--- config.mk ---
export PLATFORM = sky130hd
export DESIGN_NAME = queue_fifo
export DESIGN_NICKNAME = d
export VERILOG_FILES = /design/src/rtl/queue_fifo.sv
export SDC_FILE = /design/constraint.sdc
export NUM_CORES = 1
export LEC_CHECK = 0
export ABC_AREA = 1
export BUFFER_PORTS_ARGS = -buffer_cell sky130_fd_sc_hd__buf_2
export CORE_MARGIN = 4
export CORE_UTILIZATION = 50
export CTS_CLUSTER_SIZE = 16
export DETAILED_ROUTE_END_ITERATION = 10
export GPL_TIMING_DRIVEN = 0
export PLACE_DENSITY = 0.78
export SETUP_SLACK_MARGIN = 0.05
export SLEW_MARGIN = 30
export SYNTH_ARGS = -nofsm -noshare
export SYNTH_HDL_FRONTEND = slang
export SYNTH_SLANG_ARGS = --single-unit
--- constraint.sdc ---
create_clock -name clk_i -period 1.9 [get_ports clk_i]
set_input_delay 0.19 -clock clk_i [delete_from_list [all_inputs] [get_ports clk_i]]
set_output_delay 0.19 -clock clk_i [all_outputs]
set_load 0.05 [all_outputs]
--- src/rtl/queue_fifo.sv ---
// -----------------------------------------------------------------------------
// queue_fifo
//   Circular-buffer storage and control for the Queue design. Accepts push and
//   pop requests, holds up to DEPTH words and returns the head word through a
//   registered output on every accepted pop. Occupancy flags are decoded
//   combinationally from the registered count, so they carry no extra latency.
//
// Ports
//   clk_i        rising-edge clock for all state
//   rst_i        synchronous, active-high reset (wins over push/pop)
//   push_i       write request; data_i is captured when the push is accepted
//   pop_i        read request
//   data_i       word to enqueue
//   data_o       registered dequeued word, held until the next accepted pop
//   valid_o      one-cycle pulse: data_o was updated by an accepted pop
//   full_o       count == DEPTH
//   empty_o      count == 0
//   count_o      occupancy, 0..DEPTH
//   overflow_o   one-cycle pulse: a push was rejected
//   underflow_o  one-cycle pulse: a pop was rejected
// -----------------------------------------------------------------------------
module queue_fifo #(
  parameter int DATA_WIDTH = 8,
  parameter int DEPTH      = 8,   // power of two, minimum 2
  parameter int ADDR_WIDTH = 3    // log2(DEPTH)
) (
  input  logic                  clk_i,
  input  logic                  rst_i,
  input  logic                  push_i,
  input  logic                  pop_i,
  input  logic [DATA_WIDTH-1:0] data_i,
  output logic [DATA_WIDTH-1:0] data_o,
  output logic                  valid_o,
  output logic                  full_o,
  output logic                  empty_o,
  output logic [ADDR_WIDTH:0]   count_o,
  output logic                  overflow_o,
  output logic                  underflow_o
);

  localparam int CNT_W = ADDR_WIDTH + 1;
  localparam logic [CNT_W-1:0] DEPTH_CNT = CNT_W'(DEPTH);

  // Storage
  logic [DATA_WIDTH-1:0] mem [DEPTH];

  // Registered state and its next-state values
  logic [ADDR_WIDTH-1:0] wr_ptr_q, wr_ptr_d;
  logic [ADDR_WIDTH-1:0] rd_ptr_q, rd_ptr_d;
  logic [CNT_W-1:0]      count_q, count_d;
  logic [DATA_WIDTH-1:0] data_q, data_d;
  logic                  valid_q, valid_d;
  logic                  overflow_q, overflow_d;
  logic                  underflow_q, underflow_d;

  // Decodes of the pre-edge state
  logic full, empty;
  logic push_acc, pop_acc;
  logic mem_we;

  always_comb begin
    full  = (count_q == DEPTH_CNT);
    empty = (count_q == '0);

    // A pop frees a slot on the same edge, so a full queue still takes a push
    // when a pop is accepted alongside it. An empty queue never bypasses.
    pop_acc  = pop_i & ~empty;
    push_acc = push_i & (~full | pop_acc);

    // NOTE: every signal assigned here gets a default first, so no path leaves
    // a value unassigned and no latch is inferred.
    wr_ptr_d    = wr_ptr_q;
    rd_ptr_d    = rd_ptr_q;
    count_d     = count_q;
    data_d      = data_q;
    valid_d     = 1'b0;
    overflow_d  = 1'b0;
    underflow_d = 1'b0;
    mem_we      = 1'b0;

    if (rst_i) begin
      wr_ptr_d = '0;
      rd_ptr_d = '0;
      count_d  = '0;
      data_d   = '0;
    end else begin
      if (push_acc) begin
        mem_we   = 1'b1;
        wr_ptr_d = wr_ptr_q + ADDR_WIDTH'(1);  // natural rollover wraps mod DEPTH
      end

      if (pop_acc) begin
        // Combinational read of the pre-edge contents: on a full push+pop the
        // slot being overwritten still returns its old word here.
        data_d   = mem[rd_ptr_q];
        rd_ptr_d = rd_ptr_q + ADDR_WIDTH'(1);
        valid_d  = 1'b1;
      end

      unique case ({push_acc, pop_acc})
        2'b10:   count_d = count_q + CNT_W'(1);
        2'b01:   count_d = count_q - CNT_W'(1);
        default: count_d = count_q;
      endcase

      overflow_d  = push_i & ~push_acc;
      underflow_d = pop_i & ~pop_acc;
    end
  end

  // NOTE: sequential state uses non-blocking assignments so every flop samples
  // the pre-edge values, independent of statement order.
  always_ff @(posedge clk_i) begin
    wr_ptr_q    <= wr_ptr_d;
    rd_ptr_q    <= rd_ptr_d;
    count_q     <= count_d;
    data_q      <= data_d;
    valid_q     <= valid_d;
    overflow_q  <= overflow_d;
    underflow_q <= underflow_d;
  end

  // NOTE: the storage array has no reset; emptiness is tracked by the pointers
  // and count, so stale words are never observable and the array can map onto
  // plain RAM.
  always_ff @(posedge clk_i) begin
    if (mem_we) begin
      mem[wr_ptr_q] <= data_i;
    end
  end

  assign data_o      = data_q;
  assign valid_o     = valid_q;
  assign full_o      = full;
  assign empty_o     = empty;
  assign count_o     = count_q;
  assign overflow_o  = overflow_q;
  assign underflow_o = underflow_q;

endmodule

==> results summary <==
The flow ran to the end, and the final reports show no timing, DRC or antenna violations. TritonCTS built the clock tree. The max-capacitance violation count came out at 0. The source of the worst hold timing path is rst_i.

The largest net degree at the start of global routing came out at 15. The overall power after layout came out at 5.557 mW. The final layout contains 456 nets.

The origin of the critical flop-to-flop path is count_o[2]. The core outline area is between 0.007 and 0.008 mm2. The critical path crosses 6 cells after its start point. The most instantiated flip-flop cell in the synthesis netlist is sky130_fd_sc_hd__edfxtp_1. The routed wire length per instance is about 15 um.

The family with the most delay on the worst path is simple AND/OR/NAND/NOR gates. The timing startpoint of the critical path is count_o[2]. For this run, the slowest stage of the critical path takes 0.47 ns. The kind of end point of the critical path is a register. The die footprint is 0.008834 mm2.

The number of synthesized flops with an enable pin is between 60 and 70. After detailed routing, the number of remaining DRC violations is 0. Input and output buffers added on the ports amount to 28. Walking the worst path, the cells encountered are inv_2 -> nand4_1 -> nand2_2 -> nor2_1 -> nand2_1 -> nor2_2. The floorplan die width is 93.99 um. The global-route wire length before repair is approximately 13,000 um. The path category of the worst min-delay check is input port to register.

Setup repair after global routing could not meet its margin everywhere. The number of top-level pins is 29. The storage element area came out at ~0.0024 mm2. The worst-case IR drop observed on VDD is 0.5078 mV. The H-tree depth came out at 3. The signed area change from the synthesized netlist to the final layout came out at 21.59%. After synthesis, the most frequently instantiated cells are sky130_fd_sc_hd__nand2_1 (106), sky130_fd_sc_hd__edfxtp_1 (64), sky130_fd_sc_hd__inv_1 (61), sky130_fd_sc_hd__nand3_1 (51), sky130_fd_sc_hd__dfxtp_1 (21). In this run, the number of DRC markers left after iteration 0 of detailed routing was 319. The starting utilization of the core area came out at 51.25%. In this run the power density over the cells is between 1000 and 1500 mW/mm2. The non-filler instance count after layout came out at approximately 540. sky130_fd_sc_hd__nand2_1 is the most common cell in the netlist. The shortest period the worst path allows is between 1.5 and 2 ns.

The detailed placer's ending HPWL is 5165 um. Data on the critical path is required at its endpoint by between 1.5 and 2 ns. The via count of the first global-routing pass came out at 2,637. The clock tree root buffer cell is sky130_fd_sc_hd__clkbuf_8. The critical path's slowest cell is sky130_fd_sc_hd__nor2_2. After routing, the total negative slack on setup checks comes to 0 ns.

Wires add up to approximately 8200 um. The total buffers and inverters traversed by the critical path came out at 1. The slew at the pin closest to its max-slew limit is ~0.55 ns. The highest clock rate is about 530 MHz. In this run the vertical extent of the chip is about 94 um. The buffer depth of the longest clock path came out at 2. The number of buffers created by CTS is 9. The number of rows in the core area came out at 31. The period utilization is 99.45%.

The remaining global-route overflow came out at 0. In this run the tightest slew margin relative to its limit is 63.24%. The via density per instance came out at ~5.1. The via total after detailed routing is 2,757. The max-slew violation count is 0. The async set-or-reset flop fraction in the synthesized netlist is 0%. The total of fill cells in the finished design is between 500 and 600. The global router's overall resource usage is about a fifth. Summing the sequential cell areas from Yosys gives between 60% and 70% of the chip area. The routability-driven placement congestion ratio is 0.8640. The reported leakage power is approximately 2.0 nW. The worst-skew pair later-pin latency is approximately 0.36 ns.

0 antenna diodes ended up in the layout. Of the cells placed in the final design, the portion with a size suffix greater than 1 is between 20% and 30%. STA classifies the critical path startpoint as a register. The clock transition at the registers of the reported paths came out at 0.09 ns. The worst register-to-register path has a depth of 6. The synthesized design spends more area on one cell type than any other, namely sky130_fd_sc_hd__edfxtp_1. The total number of clock tree sinks came out at 85. The synthesis-stage register bit count came out at 85. The final hold violation count came out at 0. The worst hold path was traced through 2 stages.

Hold repair after CTS inserted 0 buffers. The worst clock skew is around 0.011 ns. The count of unique library cells instantiated by Yosys is 27. Of all nets on the critical path, the largest fanout is 8. The number of instances in the synthesized netlist came out at 377. After synthesis the cells add up to about 0.0037 mm2.

The number of nets produced by synthesis is 395. The number of nets still failing antenna checks after routing is 0. The area share of the largest cell type after synthesis is between 50% and 60%.

The initial antenna violation count is 0. The cell count after placement is roughly 500. At the worst endpoint, the arrival time is roughly 1.9 ns. The post-synthesis area per instance came out at 9.807 um2. By startpoint and endpoint, the worst setup path is classified as register to register. The number of warnings issued by yosys came out at 0. Setup violations remaining at the end of the flow were counted as 0. By area the synthesized netlist is led by sky130_fd_sc_hd__edfxtp_1 (52%), sky130_fd_sc_hd__dfxtp_1 (11%), sky130_fd_sc_hd__nand2_1 (11%). The number of search-and-repair iterations in the first detailed-routing pass came out at 5. The multi-input gate area in the final layout is between 0.001 and 0.0015 mm2.
==> layer usage <==
layer	vias to the layer above	track usage, %	routed length (um)
li1	1340	-	-
met1	1279	24.79	3298
met2	118	30.69	4009
met3	20	4.327	657
met4	0	11.19	188
met5	-	0	0
==> path summary, 6_finish.rpt <==
check / slack [ns] / endpoint
hold reg to reg: 0.47 / data_o[0]
setup reg to reg: 0.01 / mem[3][0]
hold / removal: 0.04 / count_o[3]
setup / recovery: 0.01 / mem[3][0]
==> worst register-to-register path, cell delays in order (launching register included) <==
cell and delay (ns):
sky130_fd_sc_hd__dfxtp_4 0.39, sky130_fd_sc_hd__inv_2 0.06, sky130_fd_sc_hd__nand4_1 0.14, sky130_fd_sc_hd__nand2_2 0.13, sky130_fd_sc_hd__nor2_1 0.16, sky130_fd_sc_hd__nand2_1 0.17, sky130_fd_sc_hd__nor2_2 0.47
==> placed cells by master, fill, tap and decap left out, types with 3 or more instances in the layout <==
master                     Yosys  routed
sky130_fd_sc_hd__a21oi_1      16      15
sky130_fd_sc_hd__buf_12        0       3
sky130_fd_sc_hd__buf_2         4      32
sky130_fd_sc_hd__buf_4         1      13
sky130_fd_sc_hd__buf_6         7      14
sky130_fd_sc_hd__clkbuf_8      0      10
sky130_fd_sc_hd__clkinv_2      0       3
sky130_fd_sc_hd__dfxtp_1      21      17
sky130_fd_sc_hd__dfxtp_4       0       4
sky130_fd_sc_hd__edfxtp_1     64      64
sky130_fd_sc_hd__ha_4          0       3
sky130_fd_sc_hd__inv_1        61      58
sky130_fd_sc_hd__inv_2         4       6
sky130_fd_sc_hd__nand2_1     106     103
sky130_fd_sc_hd__nand2_2       1       4
sky130_fd_sc_hd__nand3_1      51      51
sky130_fd_sc_hd__nor2_1       14       6
sky130_fd_sc_hd__nor2_2        1       4
sky130_fd_sc_hd__nor2_4        0       5
sky130_fd_sc_hd__o21ai_0       8       7
==> layout make-up <==
type / instances / share of cell area, %
flip-flops and latches: 85 / 52.44
clock buffers: 10 / 3.062
repair buffers: 50 / 8.210
multi-input cells: 212 / 24.49
inverters: 67 / 5.761
well taps: 99 / 2.755
plain buffers: 13 / 2.449
clock inverters: 6 / 0.8350
==> registers in the layout, summed over array words and instances, names as in the netlist <==
register / count
valid_o: 1
rd_ptr_q: 3
count_o: 4
mem: 64
underflow_o: 1
overflow_o: 1
data_o: 8
wr_ptr_q: 3
==> cell families (layout without fill, tap and decap cells) <==
family                     Yosys count  after routing  share of synthesized area [%]
xor gates and xnor gates             2              2                         0.4739
AOI/OAI and AO/OA                   24             24                          3.249
buffers and inverters               80            146                          9.915
and+or+nand+nor                    180            180                          20.78
adders and majority gates            6              6                          2.234
DFF                                 85             85                          63.35
==> through the flow <==
step	util, %	setup WS (ns)	instance area (um2)	hold slack [ns]
floorplan	-	0.06520	3751	0.2494
global placement	55.65	-0.1798	4015	0.4103
CTS	60.32	0.02562	4352	0.03753
global route	62.31	-0.1334	4496	0.04552
detailed placement	55.65	-0.2204	4015	0.4203
finish	62.31	0.01047	4496	0.03910
==> power by group <==
part / switching, mW / internal, mW / total (mW) / leakage (nW)
Clock: 0.632 / 0.506 / 1.14 / 0.0924
Combinational: 1.43 / 0.732 / 2.17 / 1.11
Sequential: 0.0963 / 2.16 / 2.25 / 0.753
Total: 2.16 / 3.40 / 5.56 / 1.96
==> what timing repair did <==
item                                    4_1_cts  5_1_grt
endpoints found under the setup margin       66       68
resized for setup                            15       15
buffers inserted                             15        8
pin swaps                                    11       10
gates cloned                                  0        0
No activity file was read; power rests on OpenSTA's default activity.
